### config.mk
export PLATFORM = sky130hd
export DESIGN_NAME = neck_sample_sched
export DESIGN_NICKNAME = d
export VERILOG_FILES = /design/src/rtl/neck_sample_sched.sv
export SDC_FILE = /design/constraint.sdc
export NUM_CORES = 1
export LEC_CHECK = 0
export BUFFER_PORTS_ARGS = -buffer_cell sky130_fd_sc_hd__buf_2
export CORE_MARGIN = 4
export CORE_UTILIZATION = 40
export CTS_BUF_LIST = sky130_fd_sc_hd__clkbuf_4
export DETAILED_ROUTE_END_ITERATION = 8
export PLACE_DENSITY = 0.57
export SLEW_MARGIN = 30
export SYNTH_ARGS = -nofsm -noshare
export SYNTH_HDL_FRONTEND = slang
export SYNTH_SLANG_ARGS = --single-unit
### constraint.sdc
create_clock -name clk -period 4.3 [get_ports clk]
set_input_delay 0.86 -clock clk [delete_from_list [all_inputs] [get_ports clk]]
set_output_delay 0.86 -clock clk [all_outputs]
set_load 0.005 [all_outputs]
### src/rtl/neck_sample_sched.sv
// neck_sample_sched: per-sample sequencer for ADC -> Kalman -> diff -> judge.
// Makes the sample tick, chains stage enables, flags overrun and timeouts.
// Ports: clk; rst (sync, active-high); enable (run level); clear_err (pulse);
//   adc/filt/dif1/dif2/dif3/judge_done (finish pulses in);
//   en_adc/en_kalman/en_dif/en_judge (1-cycle start pulses out);
//   busy, judge_valid, sample_cnt[15:0], overrun, timeout_err, err_stage[2:0].
module neck_sample_sched #(
  parameter int SAMPLE_DIV = 1000,
  parameter int TIMEOUT    = 256,
  parameter int WARMUP     = 4
) (
  input  logic        clk,
  input  logic        rst,
  input  logic        enable,
  input  logic        clear_err,
  input  logic        adc_done,
  input  logic        filt_done,
  input  logic        dif1_done,
  input  logic        dif2_done,
  input  logic        dif3_done,
  input  logic        judge_done,
  output logic        en_adc,
  output logic        en_kalman,
  output logic        en_dif,
  output logic        en_judge,
  output logic        busy,
  output logic        judge_valid,
  output logic [15:0] sample_cnt,
  output logic        overrun,
  output logic        timeout_err,
  output logic [2:0]  err_stage
);

  localparam int DW = $clog2(SAMPLE_DIV);
  localparam int TW = $clog2(TIMEOUT);
  localparam int WW = $clog2(WARMUP + 2);

  typedef enum logic [2:0] {
    S_IDLE  = 3'd0,
    S_ADC   = 3'd1,
    S_FILT  = 3'd2,
    S_DIF   = 3'd3,
    S_JUDGE = 3'd4
  } state_t;

  state_t          r_state;
  state_t          w_next;
  logic [DW-1:0]   r_div;
  logic [TW-1:0]   r_tmo;
  logic [WW-1:0]   r_warm;
  logic            r_d1, r_d2, r_d3;
  logic            r_en_adc, r_en_kal, r_en_dif, r_en_jud;
  logic [15:0]     r_cnt;
  logic            r_ovr, r_tmo_err;
  logic [2:0]      r_err_stage;

  logic w_tick, w_tmo_last, w_dif_all, w_warm_ok;
  logic w_go_adc, w_go_kal, w_go_dif, w_go_jud;
  logic w_tmo_hit, w_sample_ok, w_warm_inc;

  assign w_tick     = enable && (r_div == DW'(SAMPLE_DIV - 1));
  assign w_tmo_last = (r_tmo == TW'(TIMEOUT - 1));
  assign w_warm_ok  = (r_warm >= WW'(WARMUP));
  // Latched finishes plus any arriving this very cycle.
  assign w_dif_all  = (r_d1 | dif1_done) & (r_d2 | dif2_done)
                    & (r_d3 | dif3_done);

  always_comb begin
    w_next      = r_state;
    w_go_adc    = 1'b0;
    w_go_kal    = 1'b0;
    w_go_dif    = 1'b0;
    w_go_jud    = 1'b0;
    w_tmo_hit   = 1'b0;
    w_sample_ok = 1'b0;
    w_warm_inc  = 1'b0;
    unique case (r_state)
      S_IDLE: begin
        if (w_tick) begin
          w_next   = S_ADC;
          w_go_adc = 1'b1;
        end
      end
      S_ADC: begin
        if (adc_done) begin
          w_next   = S_FILT;
          w_go_kal = 1'b1;
        end else if (w_tmo_last) begin
          w_next    = S_IDLE;
          w_tmo_hit = 1'b1;
        end
      end
      S_FILT: begin
        if (filt_done) begin
          w_next   = S_DIF;
          w_go_dif = 1'b1;
        end else if (w_tmo_last) begin
          w_next    = S_IDLE;
          w_tmo_hit = 1'b1;
        end
      end
      S_DIF: begin
        if (w_dif_all) begin
          w_sample_ok = 1'b1;
          if (w_warm_ok) begin
            w_next   = S_JUDGE;
            w_go_jud = 1'b1;
          end else begin
            w_next     = S_IDLE;
            w_warm_inc = 1'b1;
          end
        end else if (w_tmo_last) begin
          w_next    = S_IDLE;
          w_tmo_hit = 1'b1;
        end
      end
      S_JUDGE: begin
        if (judge_done) begin
          w_next = S_IDLE;
        end else if (w_tmo_last) begin
          w_next    = S_IDLE;
          w_tmo_hit = 1'b1;
        end
      end
      default: w_next = S_IDLE;
    endcase
  end

  always_ff @(posedge clk) begin
    if (rst) begin
      r_state     <= S_IDLE;
      r_div       <= '0;
      r_tmo       <= '0;
      r_warm      <= '0;
      r_d1        <= 1'b0;
      r_d2        <= 1'b0;
      r_d3        <= 1'b0;
      r_en_adc    <= 1'b0;
      r_en_kal    <= 1'b0;
      r_en_dif    <= 1'b0;
      r_en_jud    <= 1'b0;
      r_cnt       <= '0;
      r_ovr       <= 1'b0;
      r_tmo_err   <= 1'b0;
      r_err_stage <= '0;
    end else begin
      r_state  <= w_next;
      r_en_adc <= w_go_adc;
      r_en_kal <= w_go_kal;
      r_en_dif <= w_go_dif;
      r_en_jud <= w_go_jud;

      if (!enable || w_tick) r_div <= '0;
      else                   r_div <= r_div + 1'b1;

      // Restart the stage timer on every transition.
      if (w_next != r_state || r_state == S_IDLE) r_tmo <= '0;
      else                                        r_tmo <= r_tmo + 1'b1;

      if (w_go_dif) begin
        r_d1 <= 1'b0;
        r_d2 <= 1'b0;
        r_d3 <= 1'b0;
      end else if (r_state == S_DIF) begin
        r_d1 <= r_d1 | dif1_done;
        r_d2 <= r_d2 | dif2_done;
        r_d3 <= r_d3 | dif3_done;
      end

      if (w_sample_ok) r_cnt <= r_cnt + 16'd1;
      if (w_warm_inc && !w_warm_ok) r_warm <= r_warm + 1'b1;

      // A new error beats a coincident clear.
      if (w_tick && r_state != S_IDLE) r_ovr <= 1'b1;
      else if (clear_err)              r_ovr <= 1'b0;

      if (w_tmo_hit) begin
        r_tmo_err <= 1'b1;
        if (!r_tmo_err || clear_err) r_err_stage <= r_state;
      end else if (clear_err) begin
        r_tmo_err   <= 1'b0;
        r_err_stage <= '0;
      end
    end
  end

  assign en_adc      = r_en_adc;
  assign en_kalman   = r_en_kal;
  assign en_dif      = r_en_dif;
  assign en_judge    = r_en_jud;
  assign busy        = (r_state != S_IDLE);
  assign judge_valid = w_warm_ok;
  assign sample_cnt  = r_cnt;
  assign overrun     = r_ovr;
  assign timeout_err = r_tmo_err;
  assign err_stage   = r_err_stage;

endmodule

==> results of run 1 <==
[sequential cells by signal (all words and copies together) (netlist names)]
| signal | cells |
|---|---|
| err_stage | 3 |
| r_d3 | 1 |
| r_state | 3 |
| sample_cnt | 16 |
| r_tmo | 8 |
| timeout_err | 1 |
| en_kalman | 1 |
| en_dif | 1 |
| en_adc | 1 |
| r_d1 | 1 |
| r_div | 10 |
| en_judge | 1 |
| r_warm | 3 |
| overrun | 1 |
| r_d2 | 1 |
[cell type report]
cell class / instances / area share (%)
Sequential cell: 52 / 39.49
Clock buffer: 5 / 1.424
Timing Repair Buffer: 36 / 6.834
Clock inverter: 3 / 1.614
Multi-Input combinational cell: 192 / 46.23
Inverter: 7 / 0.9967
Tap cell: 72 / 3.417
[layout by cell type, fill, tap and decap left out, types with 2 or more instances in the layout]
cell	instances
nor4_1	2
nor2b_1	3
o32ai_1	3
a21oi_1	11
mux2i_1	2
nand3_1	14
ha_1	5
and4_1	2
nand2b_1	5
nand4_1	6
xnor2_1	14
nor3_1	11
or3b_2	3
nor2_1	46
buf_2	36
xor2_1	14
inv_1	7
o22ai_1	2
nand2_1	12
nor3b_1	2
or3_1	3
nor4b_1	2
clkbuf_4	5
and3_1	7
dfxtp_1	52
o21ai_0	5
[synthesized netlist by cell type (all sizes together) (2+ instances only)]
cell	count
nor4b	2
dfxtp	52
nand3b	2
nand3	14
or3b	3
ha	5
or3	3
o32ai	3
and3	7
and4	2
xnor2	14
nand4	6
inv	7
buf	4
nor3	11
nor3b	2
nor2b	3
xor2	14
o22ai	2
nor4	4
clkbuf	5
nand2	12
a21oi	11
nand2b	5
nor2	46
mux2i	2
o21ai	5
[routing by layer]
layer  wire length (um)  vias to the layer above
met5                  0                        -
met4                 59                        0
met3                138                        7
met2               2110                       26
met1               2410                      880
li1                   -                      966
[stage by stage]
stage               cells  hold slack, ns  util (%)
finish                367          0.4511     47.30
global route          367          0.4728     47.30
CTS                   367          0.4585     47.18
detailed placement    359          0.4385     45.75
global placement      359          0.4354     45.75
floorplan             260          0.4132         -
[cells by family (layout without fill, tap and decap cells)]
kind of cell	count (synthesis)	after routing	share of synthesized area [%]
AOI/OAI and AO/OA	29	29	8.410
xor gates and xnor gates	28	28	10.57
adders and majority gates	5	5	2.695
buffers and inverters	16	51	2.911
DFF	52	52	44.85
muxes	2	2	0.8626
and+or+nand+nor	128	128	29.70
[how the worst max path moves through the flow]
stage | endpoint | slack (ns) | depth (start not counted)
2_1_floorplan | sample_cnt[13]$_SDFFE_PP0P_ | 2.08 | 6
3_3_place_gp | sample_cnt[13]$_SDFFE_PP0P_ | 1.76 | 6
3_5_place_dp | sample_cnt[13]$_SDFFE_PP0P_ | 1.76 | 6
4_1_cts | busy | 1.95 | 3
5_1_grt | busy | 1.82 | 3
6_report | busy | 1.98 | 3
[report_power, final]
group / switching, mW / internal (mW)
Clock: 0.153 / 0.121
Combinational: 0.0136 / 0.00558
Sequential: 0.000796 / 0.483
==> qor.csv, run 1 <==
metric,value,unit
TritonRoute pass-1 iters,4,
initial core utilization,41.64,%
H-tree depth,2,
final setup fails,0,
min-delay src,r_tmo[0]$_SDFF_PP0_,
Routed WL per cell,12.86,um
pin slew with the least headroom to its limit,0.6945,ns
I/O pin cnt,37,
M1 GR Usage,20.30,%
P&R area growth vs syn,13.58,%
"Req. time, crit path",3.44,ns
number of synthesized flops with an enable pin,0,
hold buffer count at cts,0,
peak supply drop,0.0001832,V
Critical R2R Capture,sample_cnt[13]$_SDFFE_PP0P_,
Syn Inst Count,260,
Clock Latency Late Sink,0.37,ns
post-CTS setup buffers,0,
Starting DRT DRC Count,95,
synthesized area per cell,8.927,sq um
met2 Usage GRT,21.81,%
antenna cell count,0,
worst hold endpoint,r_tmo[0]$_SDFF_PP0_,
synth unique cells,44,
HPWL Detailed,3390,um
Startpoint Class,flip-flop,
Synthesis Warnings,0,
root buffer cell,clkbuf_4,
"FF+latch count, synth",52,
sequential cell area,1041,sq um
layer with the highest usage,met2,
hold depth,1,
min cycle time layout,2.322,ns
Worst Skew,0.01302,ns
gr ovfl total,0,
CTS Sinks,52,
crit share post-route,53.99,%
die height,84.18,um
"Hold Vio Cnt, Final",0,
Worst Path Max Fanout,10,
core area,5574,sq um
leakage,1.047,nW
first-pass GRT wire length,8480,um
total negative slack,0,ns
Synth area leader,dfxtp_1,
"slowest stage delay, CP",0.45,ns
post-route setup slack,1.978,ns
GPL Wtd Cong,0.7592,
Setup crit end kind,primary output,
Vias,1879,
"Seq/Total Area, Yosys",44.85,%
dpl cell area,2550,sq um
CTS resizes,0,
Bufs and invs on worst path,2,
R2R Setup Slk,2.19,ns
Clock Tree Buf Depth,2,
worst reg2reg path depth,5,
layout net count,309,
Yosys top cell area share,44.85,%
final slew viol count,0,
relative slew slack,53.70,%
Critical path origin,r_state[0]$_SDFF_PP0_,
clock slew at reported path FFs,0.15,ns
Die ar.,7085,sq um
Max-Cap Viols,0,
total power,777.4,uW
"Net Count, Synth",275,
CP max-delay cell,dfxtp_1,
Setup CP Type,reg2out,
Die X,84.18,um
async set-reset flop share out of synthesis,0,%
top post-synthesis cells by area,"dfxtp_1 (45%), nor2_1 (7.4%), xnor2_1 (5.3%), xor2_1 (5.3%), nand3_1 (3.0%)",
Post-synth top flop,dfxtp_1,
Antenna Nets Post-Route,0,
result of the run,completed,
RR Startpoint,r_state[1]$_SDFF_PP0_,
CP arrival,1.46,ns
Max Freq,430.7,MHz
class of the most critical hold timing path,reg2reg,
pin count of the biggest net entering global routing,40,
PortBufs,36,
vias per inst,5.120,
cell row count,27,
Multi-input gate area,1219,sq um
crit path cell chain,nor3_1 -> inv_1 -> buf_2,
vias in the first global route,1811,
Fill cells,579,
routing usage on met3,3.140,%
synthesized cell area,2321,sq um
# DRC,0,
CP top delay family,flip-flops,
final WL,4719,um
gr usage total,14.34,%
initial antenna violation count,0,
layout cells sized above 1,18.98,%
final instance area,2636,sq um
pre-CTS setup slack,1.761,ns
CTS Buf Count,5,
CTS tree,done,
Pwr Density,294.9,nW/um^2
RSZ-0062 raised after global routing,false,
(Power assumes the default switching activity.)
==> run 2: changes to the inputs <==
--- a/config.mk
+++ b/config.mk
@@ -5,12 +5,13 @@
 export SDC_FILE = /design/constraint.sdc
 export NUM_CORES = 1
 export LEC_CHECK = 0
+export ABC_AREA = 1
 export BUFFER_PORTS_ARGS = -buffer_cell sky130_fd_sc_hd__buf_2
 export CORE_MARGIN = 4
 export CORE_UTILIZATION = 40
 export CTS_BUF_LIST = sky130_fd_sc_hd__clkbuf_4
 export DETAILED_ROUTE_END_ITERATION = 8
-export PLACE_DENSITY = 0.57
+export PLACE_DENSITY = 0.59
 export SLEW_MARGIN = 30
 export SYNTH_ARGS = -nofsm -noshare
 export SYNTH_HDL_FRONTEND = slang
==> constraint.sdc (replaced) <==
create_clock -name clk -period 1.9 [get_ports clk]
set_input_delay 0.38 -clock clk [delete_from_list [all_inputs] [get_ports clk]]
set_output_delay 0.38 -clock clk [all_outputs]
set_load 0.005 [all_outputs]
==> run 2 against run 1 <==
Total power grew 140%. Die area rose by 4.9%. Combinational power rose to 3.1 times the previous value. Synthesized cell count is 25% higher. Register-to-register slack worse by 2.0 ns. Final cell count up 20%. Worst setup slack got worse by 1.8 ns. Utilization increased by 0.32 points. Non-clock buffer count up 3. First-iteration DRC count shrank 18%. Hold slack worse by 0.23 ns. Critical endpoint unchanged.
==> qor.csv, run 2 <==
metric,value,unit,change
result of the run,completed,,
Worst Skew,0.01040,ns,-0.002615 ns
Commonest cells post-synth,"nand2_1 (58), dfxtp_1 (52), nor2_1 (49)",,
final instance area,2819,sq um,+6.9%
layout cells sized above 1,19.67,%,+0.69 points
Antenna Nets Post-Route,0,,unchanged
gr usage total,13.33,%,-1.0 points
gr ovfl total,0,,unchanged
initial core utilization,41.34,%,-0.30 points
final setup fails,0,,unchanged
clock slew at reported path FFs,0.14,ns,about the same
crit share post-route,92.67,%,
Max Freq,567.9,MHz,
Yosys top cell area share,42.54,%,-2.3 points
final WL,4669,um,-1.1%
most frequent cell after synthesis,nand2_1,,
Clock Latency Late Sink,0.36,ns,about the same
synth unique cells,34,,-23%
cell row count,28,,+3.7%
PortBufs,36,,unchanged
CP arrival,1.38,ns,-0.08 ns
antenna cell count,0,,unchanged
CTS Buf Count,5,,unchanged
async set-reset flop share out of synthesis,0,%,unchanged
class of the most critical hold timing path,in2reg,,
number of synthesized flops with an enable pin,0,,unchanged
total negative slack,0,ns,unchanged
first-pass GRT wire length,8066,um,-4.9%
Synthesis Warnings,0,,unchanged
Vias,2065,,+9.9%
fin cells,441,,+20%
Worst Path Max Fanout,7,,-3
CTS resizes,0,,unchanged
Starting DRT DRC Count,78,,-18%
Fill cells,604,,+4.3%
HPWL Detailed,3574,um,+5.4%
Routed WL per cell,10.59,um,-18%
total power,1.892,mW,+140%
TritonRoute pass-1 iters,4,,unchanged
synthesized area per cell,7.530,sq um,-16%
final core occ,47.61,%,+0.32 points
leakage,1.219,nW,+16%
placed cell count,434,,+21%
Die X,86.22,um,+2.4%
synthesized cell area,2447,sq um,+5.4%
peak supply drop,0.0003951,V,+120%
"most common cell after layout, fill and taps aside",nand2_1,,
die height,86.22,um,+2.4%
core area,5921,sq um,+6.2%
"commonest non-fill, non-tap cells in the layout","nand2_1 (58), dfxtp_1 (52), nor2_1 (49)",,
"FF+latch count, synth",52,,unchanged
CTS tree,done,,
"Net Count, Synth",340,,+24%
pin slew with the least headroom to its limit,0.4092,ns,-0.2853 ns
Pwr Density,671.3,nW/um^2,+130%
layout net count,381,,+23%
Synth area leader,dfxtp_1,,
pin count of the biggest net entering global routing,21,,-48%
"Seq/Total Area, Yosys",42.54,%,-2.3 points
Post-synth top flop,dfxtp_1,,
P&R area growth vs syn,15.18,%,
Clock Tree Buf Depth,2,,unchanged
hold buffer count at cts,0,,unchanged
Setup crit end kind,primary output,,
Die ar.,7434,sq um,+4.9%
initial antenna violation count,0,,unchanged
vias in the first global route,1920,,+6.0%
post-CTS setup buffers,0,,unchanged
CTS Sinks,52,,unchanged
Startpoint Class,flip-flop,,
final slew viol count,0,,unchanged
root buffer cell,clkbuf_4,,
Setup CP Type,reg2out,,
GPL Wtd Cong,0.7432,,-2.1%
# DRC,0,,unchanged
dpl cell area,2721,sq um,+6.7%
RSZ-0062 raised after global routing,false,,
"Hold Vio Cnt, Final",0,,unchanged
Max-Cap Viols,0,,unchanged
vias per inst,4.683,,-8.5%
Syn Inst Count,325,,+25%
H-tree depth,2,,unchanged
relative slew slack,72.64,%,+19 points
"Req. time, crit path",1.52,ns,-1.92 ns
min cycle time layout,1.761,ns,
max reg flops,16,,unchanged
top post-synthesis cells by area,"dfxtp_1 (43%), nand2_1 (8.9%), nor2_1 (7.5%), inv_1 (5.8%), nand3_1 (4.9%)",,
I/O pin cnt,37,,unchanged
==> run 2: per-stage QoR <==
step,hold WS [ns],setup WS (ns)
finish,0.2217,0.1393
detailed placement,0.4402,0.2010
CTS,0.1975,0.09792
global route,0.2164,0.03035
global placement,0.4303,0.2070
floorplan,0.4175,0.4335
==> run 2: critical path, cell delays in order (launching register included) <==
cell,delay [ns]
dfxtp_1,0.45
nor3_1,0.37
inv_1,0.07
buf_2,0.13
==> run 2: worst paths after layout <==
| path | slack (ns) | start | to | cells past startpoint |
|---|---|---|---|---|
| setup reg to reg | 0.24 | r_tmo[0]$_SDFF_PP0_ | r_tmo[0]$_SDFF_PP0_ | 10 |
| hold / removal | 0.22 | rst | en_dif$_SDFF_PP0_ | 2 |
| setup / recovery | 0.14 | r_state[2]$_SDFF_PP0_ | busy | 3 |
| hold reg to reg | 0.46 | r_div[0]$_SDFF_PP0_ | r_div[0]$_SDFF_PP0_ | 1 |
==> run 2: report_power, final <==
| group | leakage (nW) | internal (mW) | switching (mW) |
|---|---|---|---|
| Clock | 0.0513 | 0.403 | 0.334 |
| Sequential | 0.419 | 1.09 | 0.00203 |
| Combinational | 0.749 | 0.0209 | 0.0377 |
==> run 2: layer usage <==
metal	routed length (um)	vias to the layer above	GRT usage [%]
met3	244	8	3.612
met1	2174	909	15.88
met5	0	-	0
met2	2160	34	23.27
li1	-	1114	-
met4	90	0	4.249
==> run 2: cell families (layout without fill, tap and decap cells) <==
kind of cell	Yosys count	after routing	synth area share (%)
adder cells (fa/ha/maj)	5	5	2.556
AND/OR/NAND/NOR	172	172	34.61
flip-flops	52	52	42.54
AO/OA/AOI/OAI	34	34	7.669
buffers and inverters	48	89	7.618
XOR/XNOR	14	14	5.010
==> run 2: final cells by class <==
type | instances | area, sq um | area share (%)
Clock buffer | 5 | 37.54 | 1.332
Clock inverter | 2 | 60.06 | 2.130
Inverter | 43 | 163.9 | 5.814
Multi-Input combinational cell | 225 | 1220 | 43.28
Sequential cell | 52 | 1041 | 36.93
Tap cell | 75 | 93.84 | 3.329
Timing Repair Buffer | 39 | 202.7 | 7.190
